File: config.mk
export PLATFORM = sky130hd
export DESIGN_NAME = fsk_tone_sequencer
export DESIGN_NICKNAME = d
export VERILOG_FILES = /design/src/rtl/fsk_pkg.sv /design/src/rtl/fsk_cmd_assembler.sv /design/src/rtl/fsk_tone_sequencer.sv
export SDC_FILE = /design/constraint.sdc
export NUM_CORES = 1
export LEC_CHECK = 0
export ABC_AREA = 1
export CAP_MARGIN = 10
export CORE_MARGIN = 1
export CORE_UTILIZATION = 55
export DETAILED_ROUTE_END_ITERATION = 10
export MAX_ROUTING_LAYER = met4
export PLACE_DENSITY = 0.75
export SLEW_MARGIN = 40
export SYNTH_ARGS = -nofsm -noshare
export SYNTH_HDL_FRONTEND = slang
export SYNTH_HIERARCHICAL = 1
export SYNTH_SLANG_ARGS = --single-unit
File: constraint.sdc
create_clock -name clk -period 2.9 [get_ports clk]
set_input_delay 0.29 -clock clk [delete_from_list [all_inputs] [get_ports clk]]
set_output_delay 0.29 -clock clk [all_outputs]
set_load 0.05 [all_outputs]
File: src/rtl/fsk_pkg.sv
// Shared encodings for the FSK tone sequencer: FSM states, command constants
// and the status-byte packing helper.
package fsk_pkg;

    typedef enum logic [1:0] {
        ST_IDLE  = 2'd0,
        ST_GUARD = 2'd1,
        ST_LOCK  = 2'd2,
        ST_ON    = 2'd3
    } fsk_state_e;

    typedef enum logic {
        HAVE_NONE = 1'b0,
        HAVE_HI   = 1'b1
    } asm_state_e;

    localparam logic [15:0] CMD_DISABLE = 16'h0000;
    localparam logic [3:0]  ACK_TAG     = 4'hA;
    localparam logic        TONE_888    = 1'b0;
    localparam logic        TONE_936    = 1'b1;

    function automatic logic [7:0] status_byte(input logic fault,
                                               input logic tone,
                                               input logic on);
        return {ACK_TAG, 1'b0, fault, tone, on};
    endfunction

endpackage

File: src/rtl/fsk_cmd_assembler.sv
// Pairs two UART bytes into a 16-bit command word; a lone first byte is
// dropped once the inter-byte timeout expires.
module fsk_cmd_assembler
    import fsk_pkg::*;
#(
    parameter int unsigned BYTE_TIMEOUT = 48_000
) (
    input  logic        clk,
    input  logic        rst,
    input  logic [7:0]  rx_data,
    input  logic        rx_valid,
    output logic        cmd_strobe,
    output logic [15:0] cmd_word
);

    localparam int unsigned CW = $clog2(BYTE_TIMEOUT + 1);

    asm_state_e     state_q, state_d;
    logic [7:0]     rx_data_q;
    logic           rx_valid_q;
    logic [7:0]     hi_q, hi_d;
    logic [CW-1:0]  cnt_q, cnt_d;
    logic           strobe_q, strobe_d;
    logic [15:0]    word_q, word_d;

    always_comb begin
        state_d  = state_q;
        hi_d     = hi_q;
        cnt_d    = cnt_q;
        strobe_d = 1'b0;
        word_d   = word_q;
        case (state_q)
            HAVE_NONE: begin
                if (rx_valid_q) begin
                    hi_d    = rx_data_q;
                    cnt_d   = CW'(BYTE_TIMEOUT - 1);
                    state_d = HAVE_HI;
                end
            end
            HAVE_HI: begin
                // A second byte arriving on the last timeout cycle still completes the word.
                if (rx_valid_q) begin
                    word_d   = {hi_q, rx_data_q};
                    strobe_d = 1'b1;
                    cnt_d    = '0;
                    state_d  = HAVE_NONE;
                end else if (cnt_q == '0) begin
                    state_d = HAVE_NONE;
                end else begin
                    cnt_d = cnt_q - CW'(1);
                end
            end
            default: state_d = HAVE_NONE;
        endcase
    end

    always_ff @(posedge clk) begin
        if (rst) begin
            state_q    <= HAVE_NONE;
            rx_data_q  <= '0;
            rx_valid_q <= 1'b0;
            hi_q       <= '0;
            cnt_q      <= '0;
            strobe_q   <= 1'b0;
            word_q     <= '0;
        end else begin
            state_q    <= state_d;
            rx_data_q  <= rx_data;
            rx_valid_q <= rx_valid;
            hi_q       <= hi_d;
            cnt_q      <= cnt_d;
            strobe_q   <= strobe_d;
            word_q     <= word_d;
        end
    end

    assign cmd_strobe = strobe_q;
    assign cmd_word   = word_q;

endmodule

File: src/rtl/fsk_tone_sequencer.sv
// Sequences the 888/936 MHz tone oscillators from 2-byte UART commands with
// break-before-make guard time, PLL-lock gating and a status-byte return path.
//
// state | meaning
// IDLE  | both enables low, waiting for a command
// GUARD | both enables low, guard counter running
// LOCK  | both enables low, waiting for the target PLL lock
// ON    | selected tone enabled
module fsk_tone_sequencer
    import fsk_pkg::*;
#(
    parameter int unsigned CLK_HZ       = 48_000_000,
    parameter int unsigned BYTE_TIMEOUT = CLK_HZ / 1_000,
    parameter int unsigned GUARD_CYCLES = CLK_HZ / 1_000_000,
    parameter int unsigned LOCK_TIMEOUT = CLK_HZ / 100
) (
    input  logic       clk,
    input  logic       rst,
    input  logic [7:0] rx_data,
    input  logic       rx_valid,
    input  logic       lock_888,
    input  logic       lock_936,
    output logic       en_888,
    output logic       en_936,
    output logic       wave_active,
    output logic       busy,
    output logic [7:0] ack_data,
    output logic       ack_valid,
    input  logic       ack_ready
);

    localparam int unsigned GW = $clog2(GUARD_CYCLES + 1);
    localparam int unsigned LW = $clog2(LOCK_TIMEOUT + 1);

    logic        cmd_strobe;
    logic [15:0] cmd_word;

    fsk_cmd_assembler #(
        .BYTE_TIMEOUT (BYTE_TIMEOUT)
    ) u_asm (
        .clk        (clk),
        .rst        (rst),
        .rx_data    (rx_data),
        .rx_valid   (rx_valid),
        .cmd_strobe (cmd_strobe),
        .cmd_word   (cmd_word)
    );

    fsk_state_e     state_q, state_d;
    logic           tone_q, tone_d;
    logic           fault_q, fault_d;
    logic [GW-1:0]  guard_q, guard_d;
    logic [LW-1:0]  lockc_q, lockc_d;
    logic           emit;
    logic [7:0]     status_d;
    logic           tgt_lock;
    logic           en_888_q, en_936_q, busy_q, ack_valid_q;
    logic [7:0]     ack_data_q;

    assign tgt_lock = (tone_q == TONE_936) ? lock_936 : lock_888;

    always_comb begin
        state_d = state_q;
        tone_d  = tone_q;
        fault_d = fault_q;
        guard_d = guard_q;
        lockc_d = lockc_q;
        emit    = 1'b0;
        if (cmd_strobe) begin
            fault_d = 1'b0;
            tone_d  = cmd_word[0];
            if (cmd_word == CMD_DISABLE) begin
                state_d = ST_IDLE;
                emit    = 1'b1;
            end else if (state_q == ST_ON && cmd_word[0] == tone_q) begin
                emit = 1'b1;
            end else begin
                state_d = ST_GUARD;
                guard_d = GW'(GUARD_CYCLES - 1);
                lockc_d = '0;
            end
        end else begin
            case (state_q)
                ST_GUARD: begin
                    if (guard_q == '0) begin
                        state_d = ST_LOCK;
                        lockc_d = LW'(LOCK_TIMEOUT - 1);
                    end else begin
                        guard_d = guard_q - GW'(1);
                    end
                end
                ST_LOCK: begin
                    if (tgt_lock) begin
                        state_d = ST_ON;
                        emit    = 1'b1;
                    end else if (lockc_q == '0) begin
                        state_d = ST_IDLE;
                        fault_d = 1'b1;
                        emit    = 1'b1;
                    end else begin
                        lockc_d = lockc_q - LW'(1);
                    end
                end
                ST_ON: begin
                    if (!tgt_lock) begin
                        state_d = ST_IDLE;
                        fault_d = 1'b1;
                        emit    = 1'b1;
                    end
                end
                default: ;
            endcase
        end
        status_d = status_byte(fault_d, tone_d, state_d == ST_ON);
    end

    // Enables are decoded from the next state so they switch on the same edge as the FSM.
    always_ff @(posedge clk) begin
        if (rst) begin
            state_q     <= ST_IDLE;
            tone_q      <= TONE_888;
            fault_q     <= 1'b0;
            guard_q     <= '0;
            lockc_q     <= '0;
            en_888_q    <= 1'b0;
            en_936_q    <= 1'b0;
            busy_q      <= 1'b0;
            ack_valid_q <= 1'b0;
            ack_data_q  <= 8'h00;
        end else begin
            state_q  <= state_d;
            tone_q   <= tone_d;
            fault_q  <= fault_d;
            guard_q  <= guard_d;
            lockc_q  <= lockc_d;
            en_888_q <= (state_d == ST_ON) && (tone_d == TONE_888);
            en_936_q <= (state_d == ST_ON) && (tone_d == TONE_936);
            busy_q   <= (state_d == ST_GUARD) || (state_d == ST_LOCK);
            if (emit) begin
                ack_valid_q <= 1'b1;
                ack_data_q  <= status_d;
            end else if (ack_ready) begin
                ack_valid_q <= 1'b0;
            end
        end
    end

    assign en_888      = en_888_q;
    assign en_936      = en_936_q;
    assign wave_active = en_888_q | en_936_q;
    assign busy        = busy_q;
    assign ack_valid   = ack_valid_q;
    assign ack_data    = ack_data_q;

endmodule

# After elaboration in Yosys (flattened, before gate mapping)
# Index checks and enable logic that the tools add are counted.
totals:
  wordCells: 99
  register_bits: 88
  input_bits: 14
  output_inout_bits: 13
op_classes:
  n_eq_ne: 15
  addsub: 3
  n_reduce_logical: 17
  mux: 44
  bitwise: 3
ops:
  columns: ["op", "count"]
  rows:
  - ["19-bit two-way mux", 6]
  - ["16-bit two-way mux", 3]
  - ["19-bit case mux with 2 select lines", 1]
  - ["16-bit logical NOT", 2]
  - ["16-bit case mux with 2 select lines", 1]
  - ["6-bit two-way mux", 5]
  - ["19-bit logical NOT", 1]
  - ["19-bit by 1-bit subtractor with 19-bit output, second input constant", 1]
  - ["1-bit two-way mux", 17]
  - ["16-bit by 1-bit subtractor with 16-bit output, second input constant", 1]
  - ["2-bit two-way mux", 7]
  - ["3-bit by 2-bit inequality test with 1-bit output, second input constant", 3]
  - ["2-bit == test, second input constant", 4]
  - ["6-bit logical NOT", 1]
  - ["1-bit case mux with 2 select lines", 3]
  - ["2-bit case mux with 3 select lines", 1]
  - ["2-bit AND reduction", 3]
  - ["6-bit AND reduction", 1]
  - ["6-bit by 1-bit subtractor with 6-bit output, second input constant", 1]
  - ["2-bit by 1-bit == test with 1-bit output, second input constant", 2]
  - ["2-bit by 1-bit inequality test with 1-bit output, second input constant", 2]
  - ["2-bit inequality test, second input constant", 2]
  - ["4-bit AND reduction", 1]
  - ["2-bit nonzero test", 2]
  - ["8 further kinds", 11]

# Logic depth before layout (Yosys ltp)
depth:
  ltp_word: 7
  depth_mapped: 14
  ltp_nobuf: 14

# Hierarchy
# The synthesis kept the hierarchy.
by_module_without_submodules:
  columns: ["mod", "cells_each", "instances", "area_per_inst_um2"]
  rows:
  - ["fsk_tone_sequencer", 377, 1, 2328.5]
  - ["fsk_cmd_assembler", 275, 1, 2129.5]

# Least setup slack after synthesis
# No wires, ideal clock.
synth_timing:
  path_kind: "flip-flop to flip-flop"
  from: "reg lockc_q[0]"
  to: "reg busy_q (netlist: busy)"
  required_ns: 2.772
  synth_period_minus_slack_ns: 1.728
  setup_time_ns: 0.128
  slack_ns: 1.172
  arrival_time_ns: 1.601
  stages_incl_launch_ff: 13
  cell_sequence: "dfxtp_1 -> inv_1 -> ha_1 -> nand2_2 -> nor2_4 -> nand3_2 -> nand2_4 -> nand2_1 -> nand2_1 -> nand2_1 -> ha_1 -> inv_1 -> nor2_1"
synth_via:
  elab_chain_cells: 7
  word_cells_on_any_way: 8
  classes_between: "eq/ne (2); mux (4); reduce/logical (2)"
synth_lines:
  columns: ["element", "line_no", "source"]
  rows:
  - ["start: declaration", "fsk_tone_sequencer.sv:53", "logic [LW-1:0] lockc_q, lockc_d;"]
  - ["start signal: assignment", "fsk_tone_sequencer.sv:135", "lockc_q <= lockc_d;"]
  - ["19-bit logical NOT *", "fsk_tone_sequencer.sv:96", "end else if (lockc_q == '0) begin"]
  - ["2-bit two-way mux *", "fsk_tone_sequencer.sv:96", null]
  - ["2-bit two-way mux *", "fsk_tone_sequencer.sv:93", "if (tgt_lock) begin"]
  - ["2-bit case mux with 3 select lines *", "fsk_tone_sequencer.sv:83", "case (state_q)"]
  - ["2-bit two-way mux *", "fsk_tone_sequencer.sv:69", "if (cmd_strobe) begin"]
  - ["net state_d[1]", "fsk_tone_sequencer.sv:49", "fsk_state_e state_q, state_d;"]
  - ["2-bit by 1-bit == test with 1-bit output or 2-bit == test (tied branches)", "fsk_tone_sequencer.sv:138", "busy_q <= (state_d == ST_GUARD) || (state_d == ST_LOCK);"]
  - ["1-bit logical OR *", "fsk_tone_sequencer.sv:138", null]
  - ["end signal: assignment", "fsk_tone_sequencer.sv:138", null]
  - ["end: declaration", "fsk_tone_sequencer.sv:57", "logic en_888_q, en_936_q, busy_q, ack_valid_q;"]
# The timed path passes the listed nets; every way through them passes the cells marked *.
# A chain may end at the register's enable or synchronous reset.

# Worst setup path in the final report
layout_timing:
  from: "reg lockc_q[0]"
  to: "reg lockc_q[3]"
layout_via:
  elab_chain_cells: 5
  word_cells_on_any_way: 8
  classes_between: "add/sub (1); eq/ne (1); mux (4); reduce/logical (2)"
layout_lines:
  columns: ["element", "line_no", "source"]
  rows:
  - ["19-bit by 1-bit subtractor with 19-bit output", "fsk_tone_sequencer.sv:101", "lockc_d = lockc_q - LW'(1);"]
  - ["19-bit two-way mux", "fsk_tone_sequencer.sv:96", null]
  - ["19-bit two-way mux", "fsk_tone_sequencer.sv:93", null]
  - ["19-bit case mux with 2 select lines", "fsk_tone_sequencer.sv:83", null]
  - ["19-bit two-way mux", "fsk_tone_sequencer.sv:69", null]
# Several ways; a longest one is shown, not always the timed one. The select of a mux whose other input is x is not followed.

==> metrics.yaml <==
synth:
  netlist_instances: 652
  synth_seq_cells: 88
  ys_seq_area_frac: 0.395
  syn_area_mm2: 0.00446
  yosys_warnings: 6
  synthDistinctLibCells: 41
  syn_avg_cell_area_um2: 6.84
sta:
  rsz0062_at_grt: "false"
  holdWs_ns: 0.436
  hold_viol_final: 0
  fin_crit_sh: 0.737
  slew_viol_final: 0
  finalSetupViolCount: 0
  clock.fmax_mhz: 468
  setup_ws_ns: 0.763
  tightest_slew_ns: 0.754
  clock_skew_ns: 0.0147
  min_period_ns: 2.14
  max_slew_margin: 0.494
  setup-tns-final_ns: 0
power_and_ir_drop:
  power_density_mw_per_mm2: 544
  leakage_nw: 2.29
  vdd_drop_max_mv: 0.376
  total_power_mw: 2.67
layout:
  layout-drive-gt1-share: 0.0844
  final_cell_mix: "nor2_1, nand2_1, dfxtp_1"
  nets: 688
  fin_util: 0.632
  n_antenna_cell: 0
  area_growth_pct: 10.2
  fillers: 728
  final_cells: 777
  design_area_mm2: 0.00491
setup_path:
  cp.required_ns: 3.19
  critPathKind: "flop to flop"
  worst_ep_arrival_time_ns: 2.43
  critPathMaxFanout: 17
  start_kind: "flop"
  endpoint_kind: "flop"
placed_design:
  gp_congestion: 0.883
  io_buffers: 23
  dp_cells: 761
  placed_cell_area_mm2: 0.00471
  dpl_worst_slack_ns: 0.725
  hpwl_um: 6580
run:
  maxCapViolations: 0
floorplanning:
  die_x_um: 92.0
  initial_core_util: 0.574
  num_rows: 32
  io_pins: 27
  core_area_mm2: 0.00777
  die_y_um: 92.0
  die_area_mm2: 0.00847
clocking:
  cts_tree: "built"
  ctsResizeCount: 0
  postCtsSetupRepairBufs: 0
  clkTransAtPathRegs_ns: 0.10
  clock_sinks: 88
  clock_latency_ns: 0.36
  cts_made_buffers: 9
  clock_path_buffers: 2
  cts-hold-fix-buffers: 0
  cts_root_buf: "clkbuf_8"
  h-tree-depth: 3
drt:
  remaining_drc_errors: 0
  viasPerCell: 5.15
  wire_per_inst_um: 12.1
  vias: 4004
  drt_iter0_drc: 219
  ant_nets: 0
  wl_um: 9390
  first_pass_iters: 5
global_route:
  grt_pass1_vias: 3724
  grt_max_degree: 28
  grt.overflow.total: 0
  grt_pass1_wl_um: 16300
  antenna_found_initial: 0
  grt_use_total: 0.245
outcome:
  outcome: "finished clean"
hold_path:
  hold_class: "primary input to flop"
[registers in the layout, summed over array words and instances, names as in the netlist, 2 cells and up]
signal / cells
state_q: 2
u_asm/cnt_q: 16
u_asm/cmd_word: 16
ack_data: 4
guard_q: 6
u_asm/rx_data_q: 8
u_asm/hi_q: 8
lockc_q: 19
[cell families after synthesis]
group,Yosys count,synth area share
xor+xnor,9,0.0177
simple gates,349,0.341
flops,88,0.395
other cells,1,0.000841
fa+ha+maj,4,0.0112
compound gates,97,0.134
buf+inv,104,0.0999
[metal layers]
layer / vias to the layer above / wire length [µm] / global-route usage
met5: - / 0 / -
met4: 0 / 111 / 0.0690
met3: 14 / 353 / 0.0423
met2: 89 / 4550 / 0.416
met1: 1814 / 4380 / 0.299
li1: 2087 / - / -
[cells in the mapped netlist, drive strengths merged]
cell type / number / area (µm²)
nand3: 42 / 220
a22oi: 1 / 7.51
clkinv: 1 / 3.75
dfxtp: 88 / 1760
o21ai: 44 / 231
and3: 1 / 6.26
o31ai: 1 / 7.51
or2: 6 / 37.5
nand3b: 4 / 30.0
o21a: 1 / 7.51
xor2: 4 / 35.0
nand2: 138 / 556
a21oi: 31 / 181
conb: 1 / 3.75
ha: 4 / 50.1
and2: 1 / 6.26
nor3: 11 / 60.1
xnor2: 5 / 43.8
nand4: 1 / 6.26
buf: 15 / 111
inv: 82 / 308
a22o: 16 / 140
o211ai: 2 / 15.0
clkbuf: 6 / 22.5
a31oi: 1 / 6.26
nor2: 145 / 599
[worst paths after layout]
path | start | end | slack, ns | cells after the start
setup / recovery | lockc_q[0] | lockc_q[3] | 0.76 | 11
hold / removal | rx_data[7] | u_asm/rx_data_q[7] | 0.44 | 3
setup reg to reg | lockc_q[0] | lockc_q[3] | 0.76 | 11
hold reg to reg | u_asm/cnt_q[1] | u_asm/cnt_q[1] | 0.49 | 2
[layout make-up]
type,count,area [µm²],area share
sequential,88,1760,0.359
tap,102,128,0.0260
inverter,83,312,0.0634
timing repair buffer,26,253,0.0515
clock buffer,9,124,0.0252
multi-input combinational,462,2260,0.460
clock inverter,7,75.1,0.0153
[worst max-delay path, cell delays in order, from the launching register on]
cell	delay, ns
dfxtp_1	0.35
inv_1	0.11
ha_1	0.25
nand2_2	0.14
nor2_4	0.08
nand3_2	0.11
nand2_4	0.08
o21ai_4	0.41
nand2_4	0.19
inv_2	0.20
nor2_1	0.06
nor2_1	0.09
[report_power, final]
group / total, mW / switching, mW / internal (mW)
registers: 1.32 / 0.0543 / 1.26
clock network: 0.847 / 0.507 / 0.340
logic: 0.504 / 0.323 / 0.181
total: 2.67 / 0.885 / 1.79
(Power assumes the default switching activity.)
